**config.mk**
```make
export PLATFORM = sky130hd
export DESIGN_NAME = cpu_controller
export DESIGN_NICKNAME = d
export VERILOG_FILES = /design/src/rtl/cpu_controller.sv
export SDC_FILE = /design/constraint.sdc
export NUM_CORES = 1
export LEC_CHECK = 0
export BUFFER_PORTS_ARGS = -buffer_cell sky130_fd_sc_hd__buf_2
export CORE_MARGIN = 5
export CORE_UTILIZATION = 53
export CTS_CLUSTER_SIZE = 30
export DETAILED_ROUTE_END_ITERATION = 10
export PLACE_DENSITY = 0.87
export SKIP_CTS_REPAIR_TIMING = 1
export SYNTH_ARGS = -nofsm -noshare
export SYNTH_HDL_FRONTEND = slang
export SYNTH_SLANG_ARGS = --single-unit
```
**constraint.sdc**
```tcl
create_clock -name clk -period 3.95 [get_ports clk]
set_input_delay 0.79 -clock clk [delete_from_list [all_inputs] [get_ports clk]]
set_output_delay 0.79 -clock clk [all_outputs]
set_load 0.05 [all_outputs]
```
**src/rtl/cpu_controller.sv**
```systemverilog
// Moore control FSM for a multicycle CPU: fetch, decode, ALU ops,
// immediate moves, LDR/STR with a memory handshake, conditional branch, halt.
module cpu_controller (
  input  logic       clk,
  input  logic       rst_n,
  input  logic [2:0] opcode,
  input  logic [1:0] ALU_op,
  input  logic [2:0] cond,
  input  logic [2:0] status,
  input  logic       mem_rdy,
  output logic [1:0] reg_sel,
  output logic       w_en,
  output logic       en_A,
  output logic       en_B,
  output logic       en_C,
  output logic       en_status,
  output logic       sel_A,
  output logic       sel_B,
  output logic [1:0] wb_sel,
  output logic       load_ir,
  output logic       load_pc,
  output logic       reset_pc,
  output logic       load_addr,
  output logic       pc_sel,
  output logic       sel_addr,
  output logic [1:0] mem_cmd,
  output logic       halted
);

  typedef enum logic [4:0] {
    S_RST, S_IF1, S_IF2, S_UPC, S_DEC,
    S_GETA, S_GETB, S_EXEC, S_WB, S_WBI,
    S_ADDR, S_LADDR, S_MRD, S_LWB,
    S_SRD, S_SC, S_MWR, S_BR, S_HALT
  } state_t;

  localparam logic [1:0] SEL_RM = 2'b00;
  localparam logic [1:0] SEL_RD = 2'b01;
  localparam logic [1:0] SEL_RN = 2'b10;

  localparam logic [1:0] CMD_NONE  = 2'b00;
  localparam logic [1:0] CMD_READ  = 2'b01;
  localparam logic [1:0] CMD_WRITE = 2'b10;

  state_t state;
  state_t state_next;

  // Instruction class decode from the (stable) IR fields.
  logic is_mov_imm, is_mov_reg, is_alu, is_ldr, is_str, is_branch;
  logic is_cmp, is_mvn, is_mem;
  logic flag_n, flag_v, flag_z, taken;

  assign is_mov_imm = (opcode == 3'b110) && (ALU_op == 2'b10);
  assign is_mov_reg = (opcode == 3'b110) && (ALU_op == 2'b00);
  assign is_alu     = (opcode == 3'b101);
  assign is_ldr     = (opcode == 3'b011) && (ALU_op == 2'b00);
  assign is_str     = (opcode == 3'b100) && (ALU_op == 2'b00);
  assign is_branch  = (opcode == 3'b001);
  assign is_cmp     = is_alu && (ALU_op == 2'b01);
  assign is_mvn     = is_alu && (ALU_op == 2'b11);
  assign is_mem     = is_ldr || is_str;

  assign flag_n = status[2];
  assign flag_v = status[1];
  assign flag_z = status[0];

  // Branch condition evaluation against the registered flags.
  always_comb begin
    unique case (cond)
      3'b000:  taken = 1'b1;
      3'b001:  taken = flag_z;
      3'b010:  taken = !flag_z;
      3'b011:  taken = flag_n ^ flag_v;
      3'b100:  taken = (flag_n ^ flag_v) | flag_z;
      default: taken = 1'b0;
    endcase
  end

  // State register with synchronous active-low reset.
  always_ff @(posedge clk) begin
    // NOTE: non-blocking so every flop samples pre-edge values; blocking here would race other sequential blocks.
    if (!rst_n) state <= S_RST;
    else        state <= state_next;
  end

  // Next-state logic; only IF1, MRD and MWR look at mem_rdy.
  always_comb begin
    // NOTE: default assigned first so every path drives state_next; a missed branch would otherwise infer a latch.
    state_next = state;
    unique case (state)
      S_RST:   state_next = S_IF1;
      S_IF1:   if (mem_rdy) state_next = S_IF2;
      S_IF2:   state_next = S_UPC;
      S_UPC:   state_next = S_DEC;
      S_DEC: begin
        if      (is_mov_imm)        state_next = S_WBI;
        else if (is_mov_reg)        state_next = S_GETB;
        else if (is_alu || is_mem)  state_next = S_GETA;
        else if (is_branch)         state_next = S_BR;
        else                        state_next = S_HALT;
      end
      S_GETA:  state_next = is_mem ? S_ADDR : S_GETB;
      S_GETB:  state_next = S_EXEC;
      S_EXEC:  state_next = is_cmp ? S_IF1 : S_WB;
      S_WB:    state_next = S_IF1;
      S_WBI:   state_next = S_IF1;
      S_ADDR:  state_next = S_LADDR;
      S_LADDR: state_next = is_ldr ? S_MRD : S_SRD;
      S_MRD:   if (mem_rdy) state_next = S_LWB;
      S_LWB:   state_next = S_IF1;
      S_SRD:   state_next = S_SC;
      S_SC:    state_next = S_MWR;
      S_MWR:   if (mem_rdy) state_next = S_IF1;
      S_BR:    state_next = S_IF1;
      S_HALT:  state_next = S_HALT;
      default: state_next = S_RST;
    endcase
  end

  // Moore output decode; everything not named for a state stays 0.
  always_comb begin
    reg_sel   = SEL_RM;
    w_en      = 1'b0;
    en_A      = 1'b0;
    en_B      = 1'b0;
    en_C      = 1'b0;
    en_status = 1'b0;
    sel_A     = 1'b0;
    sel_B     = 1'b0;
    wb_sel    = 2'b00;
    load_ir   = 1'b0;
    load_pc   = 1'b0;
    reset_pc  = 1'b0;
    load_addr = 1'b0;
    pc_sel    = 1'b0;
    sel_addr  = 1'b0;
    mem_cmd   = CMD_NONE;
    halted    = 1'b0;
    unique case (state)
      S_RST:   begin load_pc = 1'b1; reset_pc = 1'b1; end
      S_IF1:   mem_cmd = CMD_READ;
      S_IF2:   load_ir = 1'b1;
      S_UPC:   load_pc = 1'b1;
      S_DEC:   ;
      S_GETA:  begin reg_sel = SEL_RN; en_A = 1'b1; end
      S_GETB:  begin reg_sel = SEL_RM; en_B = 1'b1; end
      S_EXEC: begin
        en_C      = 1'b1;
        sel_A     = is_mov_reg || is_mvn;
        en_status = is_cmp;
      end
      S_WB:    begin reg_sel = SEL_RD; w_en = 1'b1; wb_sel = 2'b00; end
      S_WBI:   begin reg_sel = SEL_RN; w_en = 1'b1; wb_sel = 2'b10; end
      S_ADDR:  begin sel_B = 1'b1; en_C = 1'b1; end
      S_LADDR: load_addr = 1'b1;
      S_MRD:   begin mem_cmd = CMD_READ; sel_addr = 1'b1; end
      S_LWB:   begin reg_sel = SEL_RD; w_en = 1'b1; wb_sel = 2'b11; end
      S_SRD:   begin reg_sel = SEL_RD; en_B = 1'b1; end
      S_SC:    begin sel_A = 1'b1; en_C = 1'b1; end
      S_MWR:   begin mem_cmd = CMD_WRITE; sel_addr = 1'b1; end
      S_BR:    begin load_pc = 1'b1; pc_sel = taken; end
      S_HALT:  halted = 1'b1;
      default: ;
    endcase
  end

endmodule

```
==> flow_summary.yaml, run 1 <==
final_layout:
  instances_no_fill: 191
  top_register: "state"
  multi_input_area_sq_um: 768
  area_growth_pct: 14.3
  antennaDiodeCount: 0
  utilization: 0.638
  nets: 181
  top_regs: "state: 5 flops"
  seq_area_sq_um: 100
  largest_reg_flops: 5
  fillCellCount: 187
  drive_gt1_frac: 0.247
  fin_area_sq_um: 1100
yosys:
  synth_top_flop_cell: "dfxtp_1"
  synthTopCellsByArea: "dfxtp_1, buf_2, nor3_1"
  synth_top_cell_by_area: "dfxtp_1"
  netlist_instances: 144
  yosys_warnings: 0
  synth_nets: 158
  syn_avg_cell_area_sq_um: 6.70
  synthMuxAreaShare: 0.0220
  syn_area_sq_um: 965
  seq_area_frac_synth: 0.104
  synth-simple-area-share: 0.438
  synth-xor-area-share: 0.0363
  synthArstFlopShare: 0
  synthDistinctLibCells: 56
  synth_most_common_cell: "nor2_1"
  synth_compound_area_frac: 0.300
  ys_ff_latch: 5
  synth_top_family_by_area: "simple AND/OR/NAND/NOR gates"
  synth_top_area_share: 0.104
  synth_edf_count: 0
  ys_top_cells_by_count: "nor2_1, nand2_1, buf_2, nor3_1, a21oi_1"
  synth-adder-area-share: 0
floorplan:
  die_area_sq_um: 2770
  core_sq_um: 1730
  num_rows: 15
  die_w_microns: 52.7
  pin_count: 34
  initial_utilization: 0.559
  die_h_microns: 52.7
placement:
  gp_congestion: 0.897
  dp_slack_ps: 1120
  io_buffer_count: 33
  hpwl_microns: 2030
  placed_area_sq_um: 1080
  placed_cells: 187
critical_path:
  max_stage_delay_ps: 340
  slowest_stage: "a311o_1"
  path_buf_inv: 2
  path_common_cell: "buf_2"
  reg2reg_depth: 4
  start_kind: "input port"
  cp_top_family: "compound AO/OA/AOI/OAI gates"
  cp.depth: 6
  setup.worst_path.end_class: "output port"
  cp_cell_sequence: "buf_2 -> xor2_1 -> nand2_1 -> a311o_1 -> a211oi_1 -> buf_2"
  path_max_fanout: 3
  crit_type: "input port to output port"
  required_ps: 3160
  worstPathArrival_ps: 2040
timing:
  hold_violations: 0
  period_needed_ps: 2830
  holdWs_ps: 826
  max_clock_freq_ghz: 0.353
  min_period_over_period: 0.716
  slew_violations: 0
  max-slew-margin-rel: 0.482
  worst_pin_slew_ps: 776
  layout_setup_ws_ps: 1120
  setup_viol: 0
  fin_tns_setup_ps: 0
  skew_ps: 3.37
  rsz0062_at_grt: "false"
pwr:
  p_per_area_nw_per_um2: 348
  internal_power_mw: 0.173
  ir_drop_v: 0.000211
  switching_share: 0.548
  power_frac_comb: 0.580
  seqPwrFrac: 0.270
  p_sw_mw: 0.210
  leakage_nw: 0.473
  total_power_mw: 0.383
  power_frac_clock: 0.150
route:
  detail_route.wirelength_microns: 2630
  dr.pass1.iters: 4
  drt_iter0_drc: 38
  ant_nets: 0
  drc: 0
  viasPerCell: 6.05
  vias: 1156
  wl_per_cell_microns: 13.8
clock_network:
  clk_pin_slew_ps: 40
  ctsLongestPathBuffers: 2
  cts_sinks: 5
  root_buffer: "clkbuf_4"
  cts-buffers-inserted: 3
  clk_latency_ps: 240
  htreeDepth: 1
  cts_tree: "built"
global_routing:
  grt.total_usage: 0.201
  antenna_found_initial: 0
  grt_max_degree: 27
  grt_overflow: 0
  grt_pass1_wl_microns: 4340
  grt_pass1_vias: 1023
flow_run:
  cap_viol_max_count: 0
hold_path:
  hp-class: "input port to flop"
  whs_path_depth: 3
run_status:
  run_status: "finished clean"
==> worst paths after layout <==
check | start | endpoint | slack (ps)
worst min-delay path | rst_n | state[1] | 830
worst max-delay path | status[1] | pc_sel | 1120
worst min register to register | state[1] | state[1] | 870
worst max register to register | state[1] | state[3] | 2010
==> placed cells by master (no fill, tap or decap), drive strengths merged, types with 4 or more instances in the layout <==
| cell type | instances |
|---|---|
| a31oi | 4 |
| a21oi | 8 |
| nor2b | 4 |
| nand2b | 8 |
| nand2 | 12 |
| o21ai | 8 |
| buf | 33 |
| nor3 | 11 |
| clkbuf | 4 |
| dfxtp | 5 |
| nor2 | 14 |
==> metal layers <==
layer  global-route usage  vias up  part of all wire
li1                     -      576                 -
met5                    0        -                 0
met1                0.230      546              0.41
met3               0.0313        0             0.055
met2                0.380       34              0.53
met4               0.0468        0                 0
==> power groups by stage <==
stage	combinational (mW)	sequential (mW)	clock [mW]
finish	0.222	0.103	0.0577
global route	0.240	0.109	0.0659
CTS	0.222	0.103	0.0594
detailed placement	0.221	0.104	0
global placement	0.214	0.102	0
floorplan	0.217	0.0675	0
==> worst min-delay path: stages <==
cell,delay [ps]
buf_2,130
nand2_1,60
a211oi_1,40
==> cells by family after synthesis <==
| group | count (synthesis) |
|---|---|
| AOI/OAI and AO/OA | 41 |
| xor gates and xnor gates | 4 |
| buffers and inverters | 18 |
| DFF | 5 |
| muxes | 2 |
| and+or+nand+nor | 74 |
==> final cells by class <==
type | instances | share of cell area
inverter | 3 | 0.0102
timing repair buffer | 33 | 0.150
tap | 25 | 0.0284
clock buffer | 4 | 0.0238
sequential | 5 | 0.0908
multi-input combinational | 121 | 0.697
Power figures use the tool's default switching activity.
==> run 2, diff against run 1 <==
--- a/config.mk
+++ b/config.mk
@@ -7,10 +7,10 @@
 export LEC_CHECK = 0
 export BUFFER_PORTS_ARGS = -buffer_cell sky130_fd_sc_hd__buf_2
 export CORE_MARGIN = 5
-export CORE_UTILIZATION = 53
+export CORE_UTILIZATION = 45
 export CTS_CLUSTER_SIZE = 30
 export DETAILED_ROUTE_END_ITERATION = 10
-export PLACE_DENSITY = 0.87
+export PLACE_DENSITY = 0.79
 export SKIP_CTS_REPAIR_TIMING = 1
 export SYNTH_ARGS = -nofsm -noshare
 export SYNTH_HDL_FRONTEND = slang
==> constraint.sdc (replaced) <==
create_clock -name clk -period 2.5 [get_ports clk]
set_input_delay 0.5 -clock clk [delete_from_list [all_inputs] [get_ports clk]]
set_output_delay 0.5 -clock clk [all_outputs]
set_load 0.05 [all_outputs]
==> run 2 against run 1 <==
First-iteration DRC count shrank 16%. Critical path depth shrank 2. Sequential power grew 39%. Register-to-register slack lost 1300 ps. Power grew 64%. Largest cell class unchanged. Global-route usage shrank 2.4 points. Sequential share of layout area shrank 0.46 points. Sequential cell count is the same. Critical path type is now flop to output port. Cell count grew 3.1%.
==> flow_summary.yaml, run 2 (synthesis results as in run 1) <==
timing:
  layout_setup_ws_ps: 156
  fin_tns_setup_ps: 0
  min_period_over_period: 0.938
  worst_pin_slew_ps: 613
  rsz0062_at_grt: "false"
  max_clock_freq_ghz: 0.427
  setup_viol: 0
  slew_violations: 0
  skew_ps: 1.80
  period_needed_ps: 2340
  hold_violations: 0
  max-slew-margin-rel: 0.591
floorplan:
  core_sq_um: 2000
  num_rows: 16
  pin_count: 34
  die_h_microns: 56.3
  initial_utilization: 0.482
  die_w_microns: 56.3
  die_area_sq_um: 3170
pwr:
  seqPwrFrac: 0.226
  power_frac_comb: 0.631
  internal_power_mw: 0.290
  switching_share: 0.540
  total_power_mw: 0.630
  p_per_area_nw_per_um2: 543
  p_sw_mw: 0.341
  leakage_nw: 0.496
  ir_drop_v: 0.000375
  power_frac_clock: 0.143
final_layout:
  top_register: "state"
  layout.cells.most_common: "buf_2"
  final_cell_mix: "buf_2, nor2_1, nand2_1, nor3_1, a21oi_1"
  nets: 185
  area_growth_pct: 20.4
  fin_area_sq_um: 1160
  antennaDiodeCount: 0
  largest_reg_flops: 5
  top_regs: "state: 5 flops"
  drive_gt1_frac: 0.294
  instances_no_fill: 197
critical_path:
  path_max_fanout: 14
  worstPathArrival_ps: 1840
  slowest_stage: "dfxtp_1"
  crit_type: "flop to output port"
  max_stage_delay_ps: 630
  start_kind: "flop"
  setup.worst_path.end_class: "output port"
  cp_cell_sequence: "buf_4 -> nand3_1 -> a211oi_2 -> buf_2"
  required_ps: 2000
global_routing:
  antenna_found_initial: 0
  grt_overflow: 0
  grt.total_usage: 0.176
  grt_pass1_vias: 1071
  grt_max_degree: 19
  grt_pass1_wl_microns: 4700
placement:
  placed_area_sq_um: 1130
  hpwl_microns: 2070
  dp_slack_ps: 212
  gp_congestion: 0.846
  io_buffer_count: 33
  placed_cells: 193
route:
  ant_nets: 0
  drt_iter0_drc: 32
  detail_route.wirelength_microns: 2660
  vias: 1143
  wl_per_cell_microns: 13.5
  dr.pass1.iters: 4
  viasPerCell: 5.80
  drc: 0
clock_network:
  cts_tree: "built"
  root_buffer: "clkbuf_4"
  ctsLongestPathBuffers: 2
  htreeDepth: 1
  cts_sinks: 5
  clk_latency_ps: 240
  cts-buffers-inserted: 3
  clk_pin_slew_ps: 40
run_status:
  run_status: "finished clean"
hold_path:
  hp-class: "input port to flop"
flow_run:
  cap_viol_max_count: 0
run 2: changes by cell type in the layout (fill, tap and decap cells not counted):
cell,change
nor4_2,+1
buf_4,+4
nor3_1,-2
nor4_1,-1
nor3_2,+2
a211oi_2,+2
a211oi_1,-2
run 2: cell type report:
| type | instances | area [sq um] |
|---|---|---|
| fill | 195 | 841 |
| tap | 27 | 33.8 |
| sequential | 5 | 100 |
| inverter | 3 | 11.3 |
| timing repair buffer | 37 | 195 |
| clock buffer | 4 | 26.3 |
| multi-input combinational | 121 | 795 |
run 2: worst max-delay path: cells and delay by family (launching register included):
family          cells  cell delay, ps
flops               1             630
compound gates      1             270
buf+inv             2             560
simple gates        1             150
run 2: metal layers:
layer / global-route usage / wire [microns] / up-vias
met2: 0.280 / 1270 / 48
met4: 0.0746 / 29 / 0
li1: - / - / 582
met3: 0.0298 / 170 / 4
met1: 0.234 / 1190 / 509
met5: 0 / 0 / -
run 2: through the flow:
| step | hold slack (ps) | util |
|---|---|---|
| 3_3_place_gp | 769 | 0.567 |
| 3_5_place_dp | 773 | 0.567 |
| 4_1_cts | 517 | 0.580 |
| 6_report | 525 | 0.580 |
| 2_1_floorplan | 621 | - |
| 5_1_grt | 542 | 0.580 |
run 2: path summary, 6_finish.rpt:
kind | to | cells after the start | slack, ps | startpoint
worst min register to register | state[1] | 2 | 830 | state[1]
worst min-delay path | state[1] | 3 | 530 | rst_n
worst max register to register | state[3] | 4 | 690 | state[1]
worst max-delay path | sel_addr | 4 | 160 | state[3]
run 2: power groups by stage:
stage / registers (mW) / clock network, mW / logic [mW]
3_5_place_dp: 0.143 / 0 / 0.397
5_1_grt: 0.149 / 0.101 / 0.436
3_3_place_gp: 0.142 / 0 / 0.388
4_1_cts: 0.142 / 0.0945 / 0.399
6_report: 0.143 / 0.0902 / 0.397
2_1_floorplan: 0.107 / 0 / 0.352
